<file path="config.mk">
export PLATFORM = sky130hd
export DESIGN_NAME = rv_mtimer_flat
export DESIGN_NICKNAME = d
export VERILOG_FILES = /design/src/rtl/soc_periph_pkg.sv /design/src/rtl/rv_mtimer_if.sv /design/src/rtl/mtimer_prescaler.sv /design/src/rtl/rv_mtimer.sv /design/src/flat_wrapper.sv
export SDC_FILE = /design/constraint.sdc
export NUM_CORES = 1
export LEC_CHECK = 0
export ABC_AREA = 1
export CORE_ASPECT_RATIO = 0.8
export CORE_MARGIN = 2
export CORE_UTILIZATION = 45
export DETAILED_ROUTE_END_ITERATION = 16
export PLACE_DENSITY_LB_ADDON = 0.2
export SLEW_MARGIN = 20
export SYNTH_ARGS = -nofsm -noshare
export SYNTH_HDL_FRONTEND = slang
export SYNTH_SLANG_ARGS = --single-unit
</file>
<file path="constraint.sdc">
create_clock -name clk -period 2.5 [get_ports clk]
set_input_delay 0.375 -clock clk [delete_from_list [all_inputs] [get_ports clk]]
set_output_delay 0.375 -clock clk [all_outputs]
set_load 0.02 [all_outputs]
</file>
<file path="src/rtl/soc_periph_pkg.sv">
// Shared definitions for SoC peripheral-bus blocks: register offsets, CTRL fields, reset defaults.
// Latency: n/a (declarations only).
// Backpressure: n/a.
package soc_periph_pkg;

    // Word offsets within the machine-timer block
    localparam logic [2:0] MTIME_LO    = 3'd0;
    localparam logic [2:0] MTIME_HI    = 3'd1;
    localparam logic [2:0] MTIMECMP_LO = 3'd2;
    localparam logic [2:0] MTIMECMP_HI = 3'd3;
    localparam logic [2:0] CTRL        = 3'd4;

    // CTRL register field positions
    localparam int CTRL_EN_BIT    = 0;
    localparam int CTRL_PRESC_LSB = 16;

    // Compare register resets to all-ones so no interrupt fires before software programs it
    localparam logic [63:0] MTIMER_RST_CMP = 64'hFFFF_FFFF_FFFF_FFFF;

    // Bus handshake states
    typedef enum logic [0:0] {
        ST_IDLE = 1'b0,
        ST_ACK  = 1'b1
    } bus_state_t;

endpackage

</file>
<file path="src/rtl/rv_mtimer_if.sv">
// Peripheral bus bundle between the SoC bus master and the machine timer.
// Latency: n/a (wires only).
// Backpressure: none on the bus; the slave completes every request with a one-cycle ack.
interface rv_mtimer_if;
    logic        sel;
    logic        we;
    logic [2:0]  addr;
    logic [31:0] wdata;
    logic [31:0] rdata;
    logic        ack;

    modport master (output sel, we, addr, wdata, input rdata, ack);
    modport slave  (input sel, we, addr, wdata, output rdata, ack);
endinterface

</file>
<file path="src/rtl/mtimer_prescaler.sv">
// Prescaler for mtime: issues one tick every PRESC+1 enabled cycles.
// Latency: tick is combinational from the current count; count updates each clock.
// Backpressure: none; EN=0 freezes the count, clear restarts it from 0.
module mtimer_prescaler #(
    parameter int PRESC_W = 16
) (
    input  logic               clk,
    input  logic               reset_n,
    input  logic               i_en,
    input  logic [PRESC_W-1:0] i_presc,
    input  logic               i_clr,
    output logic               o_tick
);

    logic [PRESC_W-1:0] r_cnt;

    assign o_tick = i_en && (r_cnt == i_presc);

    // Count enabled cycles, wrapping to 0 on each tick; a CTRL write restarts the period
    always_ff @(posedge clk or negedge reset_n) begin
        if (!reset_n) begin
            r_cnt <= '0;
        end else if (i_clr) begin
            r_cnt <= '0;
        end else if (o_tick) begin
            r_cnt <= '0;
        end else if (i_en) begin
            r_cnt <= r_cnt + 1'b1;
        end
    end

endmodule

</file>
<file path="src/rtl/rv_mtimer.sv">
// RISC-V machine timer: 64-bit mtime with prescaler, mtimecmp, level timer interrupt.
// Latency: bus access acks one cycle after acceptance; timer_int is registered (1 cycle).
// Backpressure: one access per 2 cycles; sel held through ack starts the next access after ack.
module rv_mtimer
    import soc_periph_pkg::*;
#(
    parameter int          PRESC_W = 16,
    parameter logic [63:0] RST_CMP = MTIMER_RST_CMP
) (
    input  logic        clk,
    input  logic        reset_n,
    rv_mtimer_if.slave  bus,
    output logic        timer_int
);

    bus_state_t         r_state;
    bus_state_t         w_state_nxt;
    logic               w_accept;

    logic [63:0]        r_mtime;
    logic [63:0]        r_mtimecmp;
    logic               r_en;
    logic [PRESC_W-1:0] r_presc;
    logic [31:0]        r_rdata;
    logic               r_timer_int;

    logic               w_tick;
    logic               w_wr;
    logic               w_wr_mtime_lo;
    logic               w_wr_mtime_hi;
    logic               w_wr_cmp_lo;
    logic               w_wr_cmp_hi;
    logic               w_wr_ctrl;
    logic [31:0]        w_ctrl_val;
    logic [31:0]        w_rd_val;

    // Bus FSM next state: accept only from IDLE, so ack is never back-to-back
    always_comb begin
        w_state_nxt = r_state;
        w_accept    = 1'b0;
        case (r_state)
            ST_IDLE: begin
                if (bus.sel) begin
                    w_accept    = 1'b1;
                    w_state_nxt = ST_ACK;
                end
            end
            ST_ACK:  w_state_nxt = ST_IDLE;
            default: w_state_nxt = ST_IDLE;
        endcase
    end

    // Bus FSM state register
    always_ff @(posedge clk or negedge reset_n) begin
        if (!reset_n) begin
            r_state <= ST_IDLE;
        end else begin
            r_state <= w_state_nxt;
        end
    end

    assign w_wr          = w_accept && bus.we;
    assign w_wr_mtime_lo = w_wr && (bus.addr == MTIME_LO);
    assign w_wr_mtime_hi = w_wr && (bus.addr == MTIME_HI);
    assign w_wr_cmp_lo   = w_wr && (bus.addr == MTIMECMP_LO);
    assign w_wr_cmp_hi   = w_wr && (bus.addr == MTIMECMP_HI);
    assign w_wr_ctrl     = w_wr && (bus.addr == CTRL);

    mtimer_prescaler #(
        .PRESC_W (PRESC_W)
    ) u_presc (
        .clk     (clk),
        .reset_n (reset_n),
        .i_en    (r_en),
        .i_presc (r_presc),
        .i_clr   (w_wr_ctrl),
        .o_tick  (w_tick)
    );

    // Assemble CTRL readback; unimplemented bits read as zero
    always_comb begin
        w_ctrl_val                              = '0;
        w_ctrl_val[CTRL_EN_BIT]                 = r_en;
        w_ctrl_val[CTRL_PRESC_LSB +: PRESC_W]   = r_presc;
    end

    // Read mux over current register values; holes at offsets 5-7 read zero
    always_comb begin
        w_rd_val = '0;
        case (bus.addr)
            MTIME_LO:    w_rd_val = r_mtime[31:0];
            MTIME_HI:    w_rd_val = r_mtime[63:32];
            MTIMECMP_LO: w_rd_val = r_mtimecmp[31:0];
            MTIMECMP_HI: w_rd_val = r_mtimecmp[63:32];
            CTRL:        w_rd_val = w_ctrl_val;
            default:     w_rd_val = '0;
        endcase
    end

    // Capture read data at the accepting edge; rdata is zero whenever ack is low
    always_ff @(posedge clk or negedge reset_n) begin
        if (!reset_n) begin
            r_rdata <= '0;
        end else if (w_accept && !bus.we) begin
            r_rdata <= w_rd_val;
        end else begin
            r_rdata <= '0;
        end
    end

    assign bus.rdata = r_rdata;
    assign bus.ack   = (r_state == ST_ACK);

    // mtime: a software write to either half wins and drops a coincident tick entirely
    always_ff @(posedge clk or negedge reset_n) begin
        if (!reset_n) begin
            r_mtime <= '0;
        end else if (w_wr_mtime_lo) begin
            r_mtime[31:0] <= bus.wdata;
        end else if (w_wr_mtime_hi) begin
            r_mtime[63:32] <= bus.wdata;
        end else if (w_tick) begin
            r_mtime <= r_mtime + 64'd1;
        end
    end

    // mtimecmp halves are written independently; software sequences HI/LO/HI
    always_ff @(posedge clk or negedge reset_n) begin
        if (!reset_n) begin
            r_mtimecmp <= RST_CMP;
        end else if (w_wr_cmp_lo) begin
            r_mtimecmp[31:0] <= bus.wdata;
        end else if (w_wr_cmp_hi) begin
            r_mtimecmp[63:32] <= bus.wdata;
        end
    end

    // CTRL: enable and prescaler divisor
    always_ff @(posedge clk or negedge reset_n) begin
        if (!reset_n) begin
            r_en    <= 1'b1;
            r_presc <= '0;
        end else if (w_wr_ctrl) begin
            r_en    <= bus.wdata[CTRL_EN_BIT];
            r_presc <= bus.wdata[CTRL_PRESC_LSB +: PRESC_W];
        end
    end

    // Interrupt level follows the unsigned compare one cycle later; never self-clears
    always_ff @(posedge clk or negedge reset_n) begin
        if (!reset_n) begin
            r_timer_int <= 1'b0;
        end else begin
            r_timer_int <= (r_mtime >= r_mtimecmp);
        end
    end

    assign timer_int = r_timer_int;

endmodule

</file>
<file path="src/flat_wrapper.sv">
// flat-port wrapper written by rule: the top's interface ports become plain ports
module rv_mtimer_flat import soc_periph_pkg::*;
#(
    parameter int          PRESC_W = 16,
    parameter logic [63:0] RST_CMP = MTIMER_RST_CMP
)
  (clk, reset_n, timer_int, bus_sel, bus_we, bus_addr, bus_wdata, bus_rdata, bus_ack);
  rv_mtimer_if bus_i ();
  input  logic clk;
  input  logic reset_n;
  output logic timer_int;
  input wire logic [$bits(bus_i.sel)-1:0] bus_sel;
  input wire logic [$bits(bus_i.we)-1:0] bus_we;
  input wire logic [$bits(bus_i.addr)-1:0] bus_addr;
  input wire logic [$bits(bus_i.wdata)-1:0] bus_wdata;
  output wire logic [$bits(bus_i.rdata)-1:0] bus_rdata;
  output wire logic [$bits(bus_i.ack)-1:0] bus_ack;
  assign bus_i.sel = bus_sel;
  assign bus_i.we = bus_we;
  assign bus_i.addr = bus_addr;
  assign bus_i.wdata = bus_wdata;
  assign bus_rdata = bus_i.rdata;
  assign bus_ack = bus_i.ack;
  rv_mtimer #(.PRESC_W(PRESC_W), .RST_CMP(RST_CMP)) u_core (.clk(clk), .reset_n(reset_n), .bus(bus_i), .timer_int(timer_int));
endmodule
</file>
==> metrics.md <==
| Metric | Value |
|---|---|
| Status | `finished, final reports clean` |
| Setup_tns | `0 ns` |
| Cell type with the highest aggregate area in the netlist | `dfrtp_1` |
| # fillers | `2700` |
| Crit. path cell count | `9` |
| Worst path buffer plus inverter count | `1` |
| Final period util | `95.1%` |
| Synth Instances | `between 1500 and 2000` |
| CTS Buffer Depth | `2` |
| Setup Viol. Count Final | `0` |
| Flop pwr share | `41.4%` |
| Post-Route WL | `46100 um` |
| R2R Path End | `u_core.r_mtime[36]` |
| CTS root buffer | `clkbuf_16` |
| Cell Pwr Density | `755 nW/um^2` |
| Synth cell count leaders | `nand2_1, inv_1, nor2_1` |
| Syn nets | `1886` |
| Slew @ Worst Pin | `0.673 ns` |
| Initial antenna violation count | `0` |
| Setup slack after layout | `approximately 0.12 ns` |
| Final hold viol count | `0` |
| CTS sink cnt | `195` |
| Share of layout cells above drive strength 1 | `12.2%` |
| Layout area overhead | `19.3%` |
| CP Launch Type | `flip-flop` |
| R2R Setup Slk | `0.12 ns` |
| Final min period | `2.38 ns` |
| Die H | `154 um` |
| Critical path required time | `between 2 and 3 ns` |
| EDFF count, synth | `0` |
| DRT iter0 DRCs | `1263` |
| Largest net degree at the start of global routing | `66` |
| Vias in the first global route | `12100` |
| Via Count | `between 10000 and 15000` |
| Cell row count | `54` |
| Post-Route Skew | `0.0137 ns` |
| Sw Share | `39.7%` |
| H-tree Lvls | `4` |
| Worst Path Arrival | `2.71 ns` |
| Ant. Diodes | `0` |
| Async S/R FF share, synth | `100%` |
| R2R Path Start | `u_core.r_mtime[28]` |
| Total track usage | `32.2%` |
| Vias/cell | `5.59` |
| Int Pwr | `6.86 mW` |
| CP dominant cell by count | `nand2_1` |
| Worst hold slack | `0.491 ns` |
| DIE WIDTH | `191 um` |
| Core Region | `27400 sq um` |
| Crit Path Category | `flip-flop to flip-flop` |
| Sequential cell area fraction in the yosys report | `39.3%` |
| CP cell instances | `nand2_1 > nor2_1 > nand2_1 > nor2_1 > inv_1 > o21ai_1 > nand3_1 > nand2_1 > o21ai_1` |
| Max-Slew Margin vs Limit | `55.1%` |
| Worst slack, placed | `0.120 ns` |
| Tightest Hold Check Type | `primary input to asynchronous set/reset pin` |
| Full die area | `29500 sq um` |
| Global-route wire length before repair | `~71000 um` |
| Slowest CP cell | `dfrtp_1` |
| Yosys warns | `0` |
| FMAX | `421 MHz` |
| Top-count cell post-synth | `nand2_1` |
| Gr ovfl total | `0` |
| Nets@finish | `2023` |
| Slew Limit Fails | `0` |
| GP Congestion | `1.04` |
| DR WL/cell | `20.1 um` |
| Drt pass-1 iters | `5` |
| IO Pins | `73` |
| Worst r2r path cells | `9` |
| DRC viols | `0` |
| Synthesized area | `approximately 13000 sq um` |
| Sw Pwr | `4.52 mW` |
| Seq cells post-synth | `195` |
| CP Capture Type | `flip-flop` |
| CP Max Fanout | `7` |
| Total power | `11.4 mW` |
| Synth area leaders | `dfrtp_1, nand2_1, dfstp_2` |
| Worst-Skew Late Latency | `0.45 ns` |
| Port Buffers | `just over 70` |
| Gate power share | `32.6%` |
| Final HPWL DP | `36000 um` |
| CTS tree | `yes` |
| Unique masters post-synth | `40` |
| RSZ-0062 raised after global routing | `no` |
| Initial core utilization | `46.1%` |
| Antenna viol nets, final | `0` |
| Prevailing post-synth register cell | `dfrtp_1` |
| Post-Syn Area per Cell | `a little over 7 sq um` |
| Max VDD drop | `481 uV` |
| Yosys top cell area share | `about a quarter` |
| Clk pin slew, worst setup/hold paths | `0.08 ns` |
| Number of CTS-inserted buffers | `17` |
| Top Family by Delay on Critical Path | `simple AND/OR/NAND/NOR gates` |
| LEAKAGE | `6.89 nW` |
| Worst path max stage delay | `0.56 ns` |
| Clock group share of total power | `25.9%` |
| Max cap viols | `0` |
## per-layer routing
layer	up-vias	global-route usage, %	routed length [um]
met1	6142	50.4	22500
met2	565	45.0	18500
li1	6096	-	-
met3	36	6.76	4510
met5	-	0	0
met4	0	6.81	581
## power by group through the flow
| stage | Combinational (mW) | Clock (mW) | Sequential (mW) |
|---|---|---|---|
| after floorplan | 2.32 | 0 | 4.51 |
| after global placement | 3.53 | 0 | 4.72 |
| after detailed placement | 3.62 | 0 | 4.73 |
| after CTS | 3.66 | 2.99 | 4.68 |
| after global routing | 4.20 | 3.09 | 4.80 |
| final | 3.72 | 2.95 | 4.72 |
## registers in the layout, summed over array words and instances (netlist names)
register and flops:
u_core.bus.ack 1, u_core.bus.rdata 32, u_core.r_en 1, u_core.r_mtime 64, u_core.r_mtimecmp 64, u_core.r_presc 16, u_core.timer_int 1, u_core.u_presc.r_cnt 16
## cell families (layout without fill, tap and decap cells)
logic type | Yosys count | count (layout) | share of synthesized area, %
compound gates | 325 | 325 | 14.7
xor+xnor | 24 | 24 | 1.66
fa+ha+maj | 66 | 66 | 6.53
buf+inv | 280 | 430 | 8.68
flops | 195 | 195 | 39.3
simple gates | 891 | 891 | 29.2
## worst register-to-register path, stage by stage, from the launching register on
cell,delay [ns]
dfrtp_1,0.56
nand2_1,0.12
nor2_1,0.37
nand2_1,0.15
nor2_1,0.26
inv_1,0.10
o21ai_1,0.28
nand3_1,0.25
nand2_1,0.12
o21ai_1,0.06
## placed cells by master, fill, tap and decap left out, types with 4 or more instances in the layout
cell type | netlist | final
nand3_1 | 93 | 93
o22ai_1 | 41 | 41
nand2_1 | 557 | 556
xor2_1 | 16 | 16
buf_4 | 1 | 90
nor3_1 | 14 | 14
o21ai_1 | 23 | 24
dfstp_2 | 65 | 65
o21ai_0 | 160 | 159
dfrtp_1 | 130 | 130
clkbuf_16 | 0 | 17
nor2_2 | 4 | 4
nor2_4 | 5 | 5
a21oi_1 | 57 | 57
nor2_1 | 162 | 162
nand4_1 | 36 | 36
nand3b_1 | 6 | 6
a221oi_1 | 31 | 31
ha_1 | 66 | 66
nand2_2 | 4 | 5
inv_2 | 10 | 10
xnor2_1 | 8 | 8
buf_12 | 0 | 11
clkdlybuf4s50_1 | 0 | 71
inv_6 | 0 | 5
o21ai_2 | 5 | 5
inv_1 | 214 | 214
## stage by stage
stage	instance area (sq um)	cells	utilization (%)
2_1_floorplan	12600	1781	-
3_3_place_gp	14500	2262	52.7
3_5_place_dp	14500	2262	52.7
4_1_cts	15100	2295	55.0
5_1_grt	15100	2295	55.0
6_report	15100	2295	55.0
## worst max-delay path by stage
stage | from | to | slack [ns]
2_1_floorplan | u_core.r_mtime[0] | u_core.r_mtime[62] | 0.72
5_1_grt | u_core.r_mtime[0] | u_core.r_mtime[36] | 0.03
3_3_place_gp | u_core.r_mtime[28] | u_core.r_mtime[36] | 0.07
3_5_place_dp | bus_addr[0] | u_core.r_mtime[23] | 0.12
6_report | u_core.r_mtime[28] | u_core.r_mtime[36] | 0.12
4_1_cts | u_core.r_mtime[28] | u_core.r_mtime[36] | 0.18
## repair_timing
| item | in CTS | in global routing |
|---|---|---|
| hold endpoints to repair | 33 | 0 |
| hold buffers | 1 | 0 |
| setup endpoints to repair | 0 | 1 |
| gates resized for setup | 0 | 1 |
| buffers inserted | 0 | 0 |
## final cells by class
cell class	count	area (sq um)	share of cell area, %
multi-input combinational	1306	6580	43.7
sequential	195	4960	32.9
timing repair buffer	174	1630	10.8
inverter	224	841	5.58
tap	364	455	3.02
clock buffer	18	439	2.91
clock inverter	14	168	1.11
Power figures use the tool's default switching activity.
